--- src/rtl/audio_mem_pkg.sv ---
// Shared definitions for the audio memory port arbiter.
//  - DEF_ADDR_W / DEF_DATA_W : default word address width and sample width
//  - REQ_* : requester indices (record, play, mix, pitch)
//  - arb_state_t : arbiter FSM state encoding
package audio_mem_pkg;

    localparam int DEF_ADDR_W = 23;
    localparam int DEF_DATA_W = 16;

    localparam int REQ_REC   = 0;
    localparam int REQ_PLAY  = 1;
    localparam int REQ_MIX   = 2;
    localparam int REQ_PITCH = 3;

    typedef enum logic [1:0] {
        ARB_IDLE,
        ARB_ISSUE,
        ARB_WAIT_RD
    } arb_state_t;

endpackage

--- src/rtl/sram_port_arbiter_if.sv ---
// Bus bundle between the audio engines, the arbiter and the memory controller.
// Ports / signals:
//  i_req, i_we, i_addr, i_wdata : per-requester request fields (flattened, slice k = requester k)
//  o_gnt, o_ack, o_rdata        : per-requester grant/ack pulses and read data
//  o_mem_*                      : request towards the memory controller
//  i_mem_ready, i_mem_rvalid,
//  i_mem_rdata                  : responses from the memory controller
//  o_busy                       : arbiter not idle
// Modports: slave = arbiter side, master = engines/memory (driver) side.
interface sram_port_arbiter_if
    import audio_mem_pkg::*;
#(
    parameter int NUM_REQ = 4,
    parameter int ADDR_W  = DEF_ADDR_W,
    parameter int DATA_W  = DEF_DATA_W
);
    logic [NUM_REQ-1:0]        i_req;
    logic [NUM_REQ-1:0]        i_we;
    logic [NUM_REQ*ADDR_W-1:0] i_addr;
    logic [NUM_REQ*DATA_W-1:0] i_wdata;
    logic [NUM_REQ-1:0]        o_gnt;
    logic [NUM_REQ-1:0]        o_ack;
    logic [DATA_W-1:0]         o_rdata;
    logic                      o_mem_req;
    logic                      o_mem_we;
    logic [ADDR_W-1:0]         o_mem_addr;
    logic [DATA_W-1:0]         o_mem_wdata;
    logic                      i_mem_ready;
    logic                      i_mem_rvalid;
    logic [DATA_W-1:0]         i_mem_rdata;
    logic                      o_busy;

    modport slave (
        input  i_req, i_we, i_addr, i_wdata, i_mem_ready, i_mem_rvalid, i_mem_rdata,
        output o_gnt, o_ack, o_rdata, o_mem_req, o_mem_we, o_mem_addr, o_mem_wdata, o_busy
    );

    modport master (
        output i_req, i_we, i_addr, i_wdata, i_mem_ready, i_mem_rvalid, i_mem_rdata,
        input  o_gnt, o_ack, o_rdata, o_mem_req, o_mem_we, o_mem_addr, o_mem_wdata, o_busy
    );

endinterface

--- src/rtl/rr_picker.sv ---
// Combinational round-robin selector.
// Ports:
//  req   : request vector (N bits)
//  ptr   : index where the search starts; the search wraps from N-1 to 0
//  gnt   : one-hot winner (all zero when nothing requests)
//  found : high when any request was found
module rr_picker #(
    parameter  int N     = 3,
    localparam int PTR_W = (N > 1) ? $clog2(N) : 1
) (
    input  logic [N-1:0]     req,
    input  logic [PTR_W-1:0] ptr,
    output logic [N-1:0]     gnt,
    output logic             found
);

    int unsigned idx;

    always_comb begin
        gnt   = '0;
        found = 1'b0;
        idx   = 0;
        for (int i = 0; i < N; i++) begin
            idx = int'(ptr) + i;
            if (idx >= N) begin
                idx = idx - N;
            end
            if (!found && req[PTR_W'(idx)]) begin
                gnt[PTR_W'(idx)] = 1'b1;
                found            = 1'b1;
            end
        end
    end

endmodule

--- src/rtl/sram_port_arbiter.sv ---
// Shares the single audio memory port among record (0), play (1), mix (2)
// and pitch (3). Record has fixed priority; the others are round-robin.
// One transaction outstanding at a time.
// Ports:
//  i_clk, i_rst : clock, asynchronous active-high reset
//  bus          : sram_port_arbiter_if.slave (requesters, memory port, o_busy)
// Optional feature macro: ARB_STARVE_GUARD_EN -- per-requester wait counters
// let a requester 1..NUM_REQ-1 waiting >= STARVE_LIMIT cycles win ahead of
// record. Undefined: strict record priority, no counters.
module sram_port_arbiter
    import audio_mem_pkg::*;
#(
    parameter int NUM_REQ      = 4,
    parameter int ADDR_W       = DEF_ADDR_W,
    parameter int DATA_W       = DEF_DATA_W,
    parameter int STARVE_LIMIT = 64
) (
    input  logic               i_clk,
    input  logic               i_rst,
    sram_port_arbiter_if.slave bus
);

    localparam int IDX_W    = $clog2(NUM_REQ);
    localparam int RR_N     = NUM_REQ - 1;
    localparam int RR_PTR_W = (RR_N > 1) ? $clog2(RR_N) : 1;
    localparam logic [NUM_REQ-1:0] LSB_ONE = NUM_REQ'(1);

    arb_state_t         state_reg, state_next;
    logic [IDX_W-1:0]   owner_reg, owner_next;
    logic               we_reg, we_next;
    logic [ADDR_W-1:0]  addr_reg, addr_next;
    logic [DATA_W-1:0]  wdata_reg, wdata_next;
    logic [IDX_W-1:0]   ptr_reg, ptr_next;
    logic [NUM_REQ-1:0] gnt_reg, gnt_next;
    logic [NUM_REQ-1:0] ack_reg, ack_next;
    logic [DATA_W-1:0]  rdata_reg, rdata_next;

    logic [ADDR_W-1:0]  req_addr  [NUM_REQ];
    logic [DATA_W-1:0]  req_wdata [NUM_REQ];
    logic [RR_N-1:0]    rr_gnt;
    logic               rr_found;
    logic [RR_PTR_W-1:0] rr_ptr;
    logic [NUM_REQ-1:0] starving;
    logic [NUM_REQ-1:0] win_onehot;
    logic [IDX_W-1:0]   win_idx;

    genvar gi;

    for (gi = 0; gi < NUM_REQ; gi++) begin : g_unpack
        assign req_addr[gi]  = bus.i_addr[gi*ADDR_W +: ADDR_W];
        assign req_wdata[gi] = bus.i_wdata[gi*DATA_W +: DATA_W];
    end

    // The picker only sees requesters 1..NUM_REQ-1, so its index is one lower.
    assign rr_ptr = RR_PTR_W'(ptr_reg - IDX_W'(1));

    rr_picker #(.N(RR_N)) u_rr_picker (
        .req   (bus.i_req[NUM_REQ-1:1]),
        .ptr   (rr_ptr),
        .gnt   (rr_gnt),
        .found (rr_found)
    );

`ifdef ARB_STARVE_GUARD_EN
    localparam int CNT_W = $clog2(STARVE_LIMIT + 1);

    assign starving[0] = 1'b0;
    for (gi = 1; gi < NUM_REQ; gi++) begin : g_starve
        logic [CNT_W-1:0] cnt_reg;
        logic             is_owner;

        assign is_owner = (state_reg != ARB_IDLE) && (owner_reg == IDX_W'(gi));

        always_ff @(posedge i_clk or posedge i_rst) begin
            if (i_rst) begin
                cnt_reg <= '0;
            end else if (gnt_next[gi]) begin
                cnt_reg <= '0;
            end else if (bus.i_req[gi] && !is_owner && (cnt_reg != CNT_W'(STARVE_LIMIT))) begin
                cnt_reg <= cnt_reg + CNT_W'(1);
            end
        end

        // Only a requester still asking can win; a dropped request is never served.
        assign starving[gi] = bus.i_req[gi] && (cnt_reg >= CNT_W'(STARVE_LIMIT));
    end
`else
    logic unused_starve_limit;
    assign unused_starve_limit = (STARVE_LIMIT != 0);
    assign starving            = '0;
`endif

    // Winner: starving requester (lowest index) > record > round-robin.
    always_comb begin
        win_onehot = '0;
        if (|starving) begin
            win_onehot = starving & (~starving + LSB_ONE);
        end else if (bus.i_req[REQ_REC]) begin
            win_onehot[REQ_REC] = 1'b1;
        end else if (rr_found) begin
            win_onehot = {rr_gnt, 1'b0};
        end
    end

    always_comb begin
        win_idx = '0;
        for (int k = 0; k < NUM_REQ; k++) begin
            if (win_onehot[k]) begin
                win_idx = IDX_W'(k);
            end
        end
    end

    always_comb begin
        state_next = state_reg;
        owner_next = owner_reg;
        we_next    = we_reg;
        addr_next  = addr_reg;
        wdata_next = wdata_reg;
        ptr_next   = ptr_reg;
        gnt_next   = '0;
        ack_next   = '0;
        rdata_next = rdata_reg;
        case (state_reg)
            ARB_IDLE: begin
                // The ack cycle is spent idle without arbitrating.
                if (!(|ack_reg) && (|bus.i_req)) begin
                    state_next = ARB_ISSUE;
                    owner_next = win_idx;
                    we_next    = bus.i_we[win_idx];
                    addr_next  = req_addr[win_idx];
                    wdata_next = req_wdata[win_idx];
                    gnt_next   = win_onehot;
                    if (win_idx != IDX_W'(REQ_REC)) begin
                        ptr_next = (win_idx == IDX_W'(NUM_REQ - 1)) ? IDX_W'(1)
                                                                    : win_idx + IDX_W'(1);
                    end
                end
            end
            ARB_ISSUE: begin
                if (bus.i_mem_ready) begin
                    if (we_reg) begin
                        state_next          = ARB_IDLE;
                        ack_next[owner_reg] = 1'b1;
                    end else begin
                        state_next = ARB_WAIT_RD;
                    end
                end
            end
            ARB_WAIT_RD: begin
                if (bus.i_mem_rvalid) begin
                    state_next          = ARB_IDLE;
                    rdata_next          = bus.i_mem_rdata;
                    ack_next[owner_reg] = 1'b1;
                end
            end
            default: state_next = ARB_IDLE;
        endcase
    end

    always_ff @(posedge i_clk or posedge i_rst) begin
        if (i_rst) begin
            state_reg <= ARB_IDLE;
            owner_reg <= '0;
            we_reg    <= 1'b0;
            addr_reg  <= '0;
            wdata_reg <= '0;
            ptr_reg   <= IDX_W'(1);
            gnt_reg   <= '0;
            ack_reg   <= '0;
            rdata_reg <= '0;
        end else begin
            state_reg <= state_next;
            owner_reg <= owner_next;
            we_reg    <= we_next;
            addr_reg  <= addr_next;
            wdata_reg <= wdata_next;
            ptr_reg   <= ptr_next;
            gnt_reg   <= gnt_next;
            ack_reg   <= ack_next;
            rdata_reg <= rdata_next;
        end
    end

    // Memory fields are forced to zero whenever no request is presented.
    assign bus.o_mem_req   = (state_reg == ARB_ISSUE);
    assign bus.o_mem_we    = bus.o_mem_req && we_reg;
    assign bus.o_mem_addr  = bus.o_mem_req ? addr_reg  : '0;
    assign bus.o_mem_wdata = bus.o_mem_req ? wdata_reg : '0;
    assign bus.o_gnt       = gnt_reg;
    assign bus.o_ack       = ack_reg;
    assign bus.o_rdata     = rdata_reg;
    assign bus.o_busy      = (state_reg != ARB_IDLE);

endmodule
--- src/flat_wrapper.sv ---
// flat-port wrapper written by rule: the top's interface ports become plain ports
module sram_port_arbiter_flat import audio_mem_pkg::*;
#(
    parameter int NUM_REQ      = 4,
    parameter int ADDR_W       = DEF_ADDR_W,
    parameter int DATA_W       = DEF_DATA_W,
    parameter int STARVE_LIMIT = 64
)
  (i_clk, i_rst, bus_i_req, bus_i_we, bus_i_addr, bus_i_wdata, bus_i_mem_ready, bus_i_mem_rvalid, bus_i_mem_rdata, bus_o_gnt, bus_o_ack, bus_o_rdata, bus_o_mem_req, bus_o_mem_we, bus_o_mem_addr, bus_o_mem_wdata, bus_o_busy);
  sram_port_arbiter_if #(.NUM_REQ(NUM_REQ), .ADDR_W(ADDR_W), .DATA_W(DATA_W)) bus_i ();
  input  logic i_clk;
  input  logic i_rst;
  input wire logic [$bits(bus_i.i_req)-1:0] bus_i_req;
  input wire logic [$bits(bus_i.i_we)-1:0] bus_i_we;
  input wire logic [$bits(bus_i.i_addr)-1:0] bus_i_addr;
  input wire logic [$bits(bus_i.i_wdata)-1:0] bus_i_wdata;
  input wire logic [$bits(bus_i.i_mem_ready)-1:0] bus_i_mem_ready;
  input wire logic [$bits(bus_i.i_mem_rvalid)-1:0] bus_i_mem_rvalid;
  input wire logic [$bits(bus_i.i_mem_rdata)-1:0] bus_i_mem_rdata;
  output wire logic [$bits(bus_i.o_gnt)-1:0] bus_o_gnt;
  output wire logic [$bits(bus_i.o_ack)-1:0] bus_o_ack;
  output wire logic [$bits(bus_i.o_rdata)-1:0] bus_o_rdata;
  output wire logic [$bits(bus_i.o_mem_req)-1:0] bus_o_mem_req;
  output wire logic [$bits(bus_i.o_mem_we)-1:0] bus_o_mem_we;
  output wire logic [$bits(bus_i.o_mem_addr)-1:0] bus_o_mem_addr;
  output wire logic [$bits(bus_i.o_mem_wdata)-1:0] bus_o_mem_wdata;
  output wire logic [$bits(bus_i.o_busy)-1:0] bus_o_busy;
  assign bus_i.i_req = bus_i_req;
  assign bus_i.i_we = bus_i_we;
  assign bus_i.i_addr = bus_i_addr;
  assign bus_i.i_wdata = bus_i_wdata;
  assign bus_i.i_mem_ready = bus_i_mem_ready;
  assign bus_i.i_mem_rvalid = bus_i_mem_rvalid;
  assign bus_i.i_mem_rdata = bus_i_mem_rdata;
  assign bus_o_gnt = bus_i.o_gnt;
  assign bus_o_ack = bus_i.o_ack;
  assign bus_o_rdata = bus_i.o_rdata;
  assign bus_o_mem_req = bus_i.o_mem_req;
  assign bus_o_mem_we = bus_i.o_mem_we;
  assign bus_o_mem_addr = bus_i.o_mem_addr;
  assign bus_o_mem_wdata = bus_i.o_mem_wdata;
  assign bus_o_busy = bus_i.o_busy;
  sram_port_arbiter #(.NUM_REQ(NUM_REQ), .ADDR_W(ADDR_W), .DATA_W(DATA_W), .STARVE_LIMIT(STARVE_LIMIT)) u_core (.i_clk(i_clk), .i_rst(i_rst), .bus(bus_i));
endmodule
--- config.mk ---
export PLATFORM = sky130hd
export DESIGN_NAME = sram_port_arbiter_flat
export DESIGN_NICKNAME = d
export VERILOG_FILES = /design/src/rtl/audio_mem_pkg.sv /design/src/rtl/sram_port_arbiter_if.sv /design/src/rtl/rr_picker.sv /design/src/rtl/sram_port_arbiter.sv /design/src/flat_wrapper.sv
export SDC_FILE = /design/constraint.sdc
export NUM_CORES = 1
export LEC_CHECK = 0
export CORE_ASPECT_RATIO = 1.1
export CORE_MARGIN = 8
export CORE_UTILIZATION = 40
export DETAILED_ROUTE_END_ITERATION = 8
export GPL_TIMING_DRIVEN = 0
export PLACE_DENSITY = 0.88
export SYNTH_ARGS = -nofsm -noshare
export SYNTH_HDL_FRONTEND = slang
export SYNTH_SLANG_ARGS = --single-unit
--- constraint.sdc ---
create_clock -name i_clk -period 4.4 [get_ports i_clk]
set_input_delay 1.32 -clock i_clk [delete_from_list [all_inputs] [get_ports i_clk]]
set_output_delay 1.32 -clock i_clk [all_outputs]
set_load 0.02 [all_outputs]
# After elaboration in Yosys (flattened, before gate mapping)
# Cells that the tools add are included.
# W data, S select, Z words.
# word_totals
reg_bits,70
input_bits,184
output_inout_bits,66
elab_cells,109
# op_classes
add_sub_neg,7
n_lt_le_gt_ge,13
n_eq_ne,6
muxes,51
bitwise,3
n_reduce_logical,20
# ops
operator,count
$mux W23,3
$mux W16,3
$bmux W23 S2,1
$bmux W16 S2,1
$mux W4,6
$mux W2,10
$lt A2 B3 Y1 const B,5
$mux W1,13
$mux W3,4
$bmux W1 S2,4
$demux W1 S2,4
$ge A2 B1 Y1 const B,4
$logic_and A1 B1 Y1,8
$pmux W4 S2,1
$reduce_or A4 Y1,2
$ge A3 B2 Y1 const B,2
$or A3 B3 Y3,2
$pmux W2 S3,1
$reduce_and A3 Y1,2
$sub A2 B2 Y2 const B,3
$eq A2 B2 Y1 const B,2
$ne A2 B2 Y1 const B,2
$reduce_and A2 Y1,2
$reduce_bool A2 Y1,2
11 further kinds,13

# Depth between registers and ports, before layout
# logic_depth
ltp_word,21
ltp_mapped,12
mapped_depth_nobuf,12

# Cells and area by module
# Synthesis repeated with hierarchy kept, for this count alone.
# unflattened
hier_cells,414
hier_area_um2,4342.9
# modules_own_cells
mod,instances,cells_per_inst,area_per_inst_um2,seq_area_each_um2
sram_port_arbiter,1,378,4072.7,1752.9
rr_picker,1,36,270.3,0.0

# Worst setup path after synthesis
# Ideal clock, no wire load.
# synth_path
path_type,input-to-reg
start,input bus_i_req[2]
end,register u_core.ptr_reg[1]
setup_ns,0.095
arrival_time_ns,3.260
t_required_ns,4.305
path_slack_ns,1.045
path_stages,9
n_path_buf,2
path_cell_list,mux2_2 > mux2_4 > o31ai_4 > buf_4 > buf_2 > nand2b_1 > inv_1 > ha_1 > o31ai_1
# synth_between
elab_chain_cells,16
elab_cells_between_ends,30
cone_classes,add/sub (1); eq/ne (1); mux (18); bitwise (2); reduce/logical (8)
# synth_lines
element,line,source
start: declaration,flat_wrapper.sv:13,input wire logic [$bits(bus_i.i_req)-1:0] bus_i_req;
$bmux W1 S2,rr_picker.sv:28,if (!found && req[PTR_W'(idx)]) begin
$mux W1 (not written as such),rr_picker.sv:28,
$mux W1,rr_picker.sv:28,
$logic_not A1 Y1,rr_picker.sv:28,
$logic_and A1 B1 Y1,rr_picker.sv:28,
$mux W1,rr_picker.sv:28,
$logic_not A1 Y1,rr_picker.sv:28,
$logic_and A1 B1 Y1,rr_picker.sv:28,
$mux W3 or $mux W1 (tied branches),rr_picker.sv:28,
$mux W4 (*),sram_port_arbiter.sv:100,end else if (rr_found) begin
$mux W3 (*),sram_port_arbiter.sv:98,end else if (bus.i_req[REQ_REC]) begin
$mux W1,sram_port_arbiter.sv:108,if (win_onehot[k]) begin
$mux W2,sram_port_arbiter.sv:108,
$mux W2 (*),sram_port_arbiter.sv:108,
via u_core.win_idx[0],sram_port_arbiter.sv:45,logic [IDX_W-1:0] win_idx;
$add A2 B1 Y2 (tied with other cells),sram_port_arbiter.sv:136,: win_idx + IDX_W'(1);
$mux W2 or $reduce_and A3 Y1 (tied branches),--,
end signal: assignment,sram_port_arbiter.sv:178,ptr_reg <= ptr_next;
end: declaration,sram_port_arbiter.sv:33,"logic [IDX_W-1:0] ptr_reg, ptr_next;"
# Mark *: on every way through the listed nets, which the timed path passes. The rest lies on a longest branch. The select of a mux whose other input is x is not followed.
# A chain may end at the register's enable or synchronous reset.

# Final worst setup path
# layout_path
start,input bus_i_req[2]
end,register u_core.addr_reg[21]
# layout_between
elab_chain_cells,18
elab_cells_between_ends,30
cone_classes,mux (20); bitwise (3); reduce/logical (7)
# layout_lines
element,line,source
$bmux W1 S2,rr_picker.sv:28,
$mux W1 (not written as such),rr_picker.sv:28,
$mux W1,rr_picker.sv:28,
$logic_not A1 Y1,rr_picker.sv:28,
$logic_and A1 B1 Y1,rr_picker.sv:28,
$mux W1,rr_picker.sv:28,
$logic_not A1 Y1,rr_picker.sv:28,
$logic_and A1 B1 Y1,rr_picker.sv:28,
$mux W3 or $mux W1 (tied branches),rr_picker.sv:28,
$mux W4,sram_port_arbiter.sv:100,
$mux W3,sram_port_arbiter.sv:98,
$mux W1,sram_port_arbiter.sv:108,
$mux W2 (2 in a row),sram_port_arbiter.sv:108,
$not A2 Y3 (not written as such),sram_port_arbiter.sv:131,addr_next = req_addr[win_idx];
$bmux W23 S2,sram_port_arbiter.sv:131,
$mux W23 (not written as such) (2 in a row),sram_port_arbiter.sv:131,
end signal: assignment,sram_port_arbiter.sv:176,addr_reg <= addr_next;
end: declaration,sram_port_arbiter.sv:31,"logic [ADDR_W-1:0] addr_reg, addr_next;"
# Several ways; a longest one is shown, not always the timed one. The select of a mux whose other input is x is not followed.

==> summary.md <==
| Metric | Value |
|---|---|
| Ys async rst share | 100.0% |
| Rows | 41 |
| Vias in the first global route | 5,565 |
| Area Growth Syn to Fin | 65.49% |
| Clock Path Buffers | 2 |
| Critical path capture point type | flop |
| TritonRoute pass-1 iters | 5 |
| Die W | 117.8 um |
| Insertion delay to the later sink of the worst-skew pair | 0.33 ns |
| Post-synth cell types | 49 |
| DP HPWL | 14,810 um |
| Critical Path AT | 4.27 ns |
| Initial antenna violation count | 0 |
| Seq/Total Area, Yosys | 38.44% |
| GRT Resource Usage Total | 24.17% |
| Htree depth | 3 |
| Drt wl/cell | 19.45 um |
| Worst endpoint required time | 4.60 ns |
| Leakage Power | 3.103 nW |
| Power per Cell Area | 721.9 nW/um2 |
| Met1 Track Usage GR | 27.43% |
| I/O pins | 250 |
| Fmax achieved | 245.5 MHz |
| RSZ-0062 raised after global routing | no |
| Worst Path Class, Setup | in -> reg |
| First-pass GRT wire length | 29,210 um |
| Ant. Diodes | 0 |
| Clk slew on worst S/H paths | 0.06 ns |
| Core area | 11,290 um2 |
| Final Hold Fails | 0 |
| Final setup TNS | 0 ns |
| Via density | 5.465 |
| Full die area | 15,080 um2 |
| Layout cells sized above 1 | 7.338% |
| Crit path time final | 4.074 ns |
| Final total power | 5.448 mW |
| Post-CTS setup buffers | 0 |
| M3 GR Usage | 6.211% |
| IR drop worst, VDD | 420.9 uV |
| IO buf count | 249 |
| Hold Buf Count CTS | 0 |
| CP max FO | 10 |
| Hold Crit Class | reg -> reg |
| Drt total wl | 18,560 um |
| Mean Syn Cell Area | 8.461 um2 |
| Initial Utilization | 40.41% |
| Rel. slew slack | 40.21% |
| Antenna viol nets, final | 0 |
| Period utilization | 92.59% |
| CTS Root Cell | clkbuf_16 |
| Slew @ Worst Pin | 0.8969 ns |
| Fin Clk Skew | 0.01071 ns |
| Hold WS | 0.5011 ns |
| Nets | 992 |
| Busiest layer in global routing | met2 |
| Post-synth EDFFs | 0 |
| Fin util | 66.87% |
| CTS sink cnt | 70 |
| Max-cap check violation count | 0 |
| Ys Warns | 0 |
| Die Span Y | 128.0 um |
| Initial drt markers | 293 |
| Final slew viol count | 0 |
| Mapped Area | 4561 um2 |
| Crit start category | input pin |
| Inserted Clock Buffers | 9 |
| Status | completed |
| Setup Viol. Count Final | 0 |
| Post-cts resize count | 0 |
| CTS tree | done |
| GR Layer Usage met2 | 43.00% |
| Max reg flops | 23 |
| Placer Congestion | 0.8908 |
| Via count | 5,214 |
| Net Count, Synth | 732 |
| Largest net degree at the start of global routing | 71 |
| Post-Syn Instances | 539 |
| Yosys reg bits | 70 |
| Post-synth top flop | dfrtp_1 |
| # DRC | 0 |
| Congestion Overflow GR | 0 |
final timing paths:
path,startpoint,endpoint,slack (ns),cells after the start
hold reg to reg,u_core.bus.o_rdata[12],u_core.bus.o_rdata[12],0.50,1
hold / removal,u_core.bus.o_rdata[12],u_core.bus.o_rdata[12],0.50,1
max in group asynchronous,i_rst,u_core.wdata_reg[2],2.27,2
min in group asynchronous,i_rst,u_core.bus.o_rdata[14],1.55,2
setup / recovery,bus_i_req[2],u_core.addr_reg[21],0.33,9
setup reg to reg,u_core.ptr_reg[0],u_core.ptr_reg[1],0.68,11
cells in the final DEF (no fill, tap or decap), types with 2 or more instances in the layout:
cell and instances:
a21oi_1 41, a221oi_1 38, a22oi_2 2, and2_1 39, and3_1 2, buf_2 7
buf_6 5, clkbuf_1 28, clkbuf_16 9, clkdlybuf4s50_1 249, dfrtp_1 69, ha_1 9
inv_1 49, inv_6 4, mux2_2 17, mux2i_1 5, nand2_1 85, nand2b_1 4
nand3_1 5, nand3b_1 3, nand4_1 2, nor2_1 48, nor2b_1 4, nor3_1 3
nor3b_1 2, o21a_1 2, o21ai_0 8, o311ai_0 37
area by class of cell:
type | instances | area [um2]
multi-input combinational | 378 | 2416
fill | 923 | 3739
inverter | 50 | 190.2
timing repair buffer | 249 | 2492
clock buffer | 9 | 225.2
sequential | 70 | 1753
buffer | 41 | 203.9
tap | 150 | 187.7
clock inverter | 7 | 78.83
cell families (layout without fill, tap and decap cells):
group,Yosys count,count (layout),share of synthesized area (%)
AO/OA/AOI/OAI,142,142,23.48
XOR/XNOR,1,1,0.3567
adder cells (fa/ha/maj),9,9,2.469
buffers and inverters,91,356,8.587
flip-flops,70,70,38.44
multiplexers,23,23,5.624
AND/OR/NAND/NOR,203,203,21.04
stage by stage:
step	worst slack [ns]	instance area, um2	instances
after floorplan	1.045	4561	539
after global placement	0.09169	7241	938
after detailed placement	0.004718	7243	938
after CTS	0.3253	7547	954
after global routing	0.1731	7547	954
final	0.3261	7547	954
worst max-delay path: stages:
cell and delay (ns):
clkdlybuf4s50_1 0.53, nand2b_1 0.21, mux2i_1 0.23, o21ai_0 0.14
o21ai_1 0.68, clkbuf_1 0.38, o311ai_0 0.24, a221oi_1 0.41
a21oi_1 0.11
cell usage after synthesis, types with 2 or more instances:
cell       n  area, um2
a22oi_2    2      25.02
o21a_1     2      15.01
o311ai_0  37      324.1
nor2_1    48      180.2
a221oi_1  38      332.8
and3_1     2      12.51
o21ai_0    8      40.04
nor3_1     3      15.01
nand2_1   85      319.1
nor2b_1    4      25.02
buf_6      5      56.30
buf_2      7      35.03
nand3b_1   3      22.52
clkbuf_1  28      105.1
inv_1     50      187.7
ha_1       9      112.6
mux2i_1    5      50.05
nand3_1    5      25.02
and2_1    39      244.0
dfrtp_1   69       1727
nand4_1    2      12.51
nor3b_1    2      15.01
nand2b_1   4      25.02
a21oi_1   41      205.2
mux2_2    17      191.4
report_power, final:
part / switching (mW) / internal [mW] / total, mW
Clock: 0.302 / 0.447 / 0.749
Combinational: 2.04 / 1.54 / 3.58
Sequential: 0.157 / 0.963 / 1.12
layer usage:
metal / wire, um / vias up
met3: 1249 / 31
met4: 467 / 0
met2: 9555 / 250
met5: 0 / -
met1: 7282 / 2496
li1: - / 2437
Power figures use the tool's default switching activity.
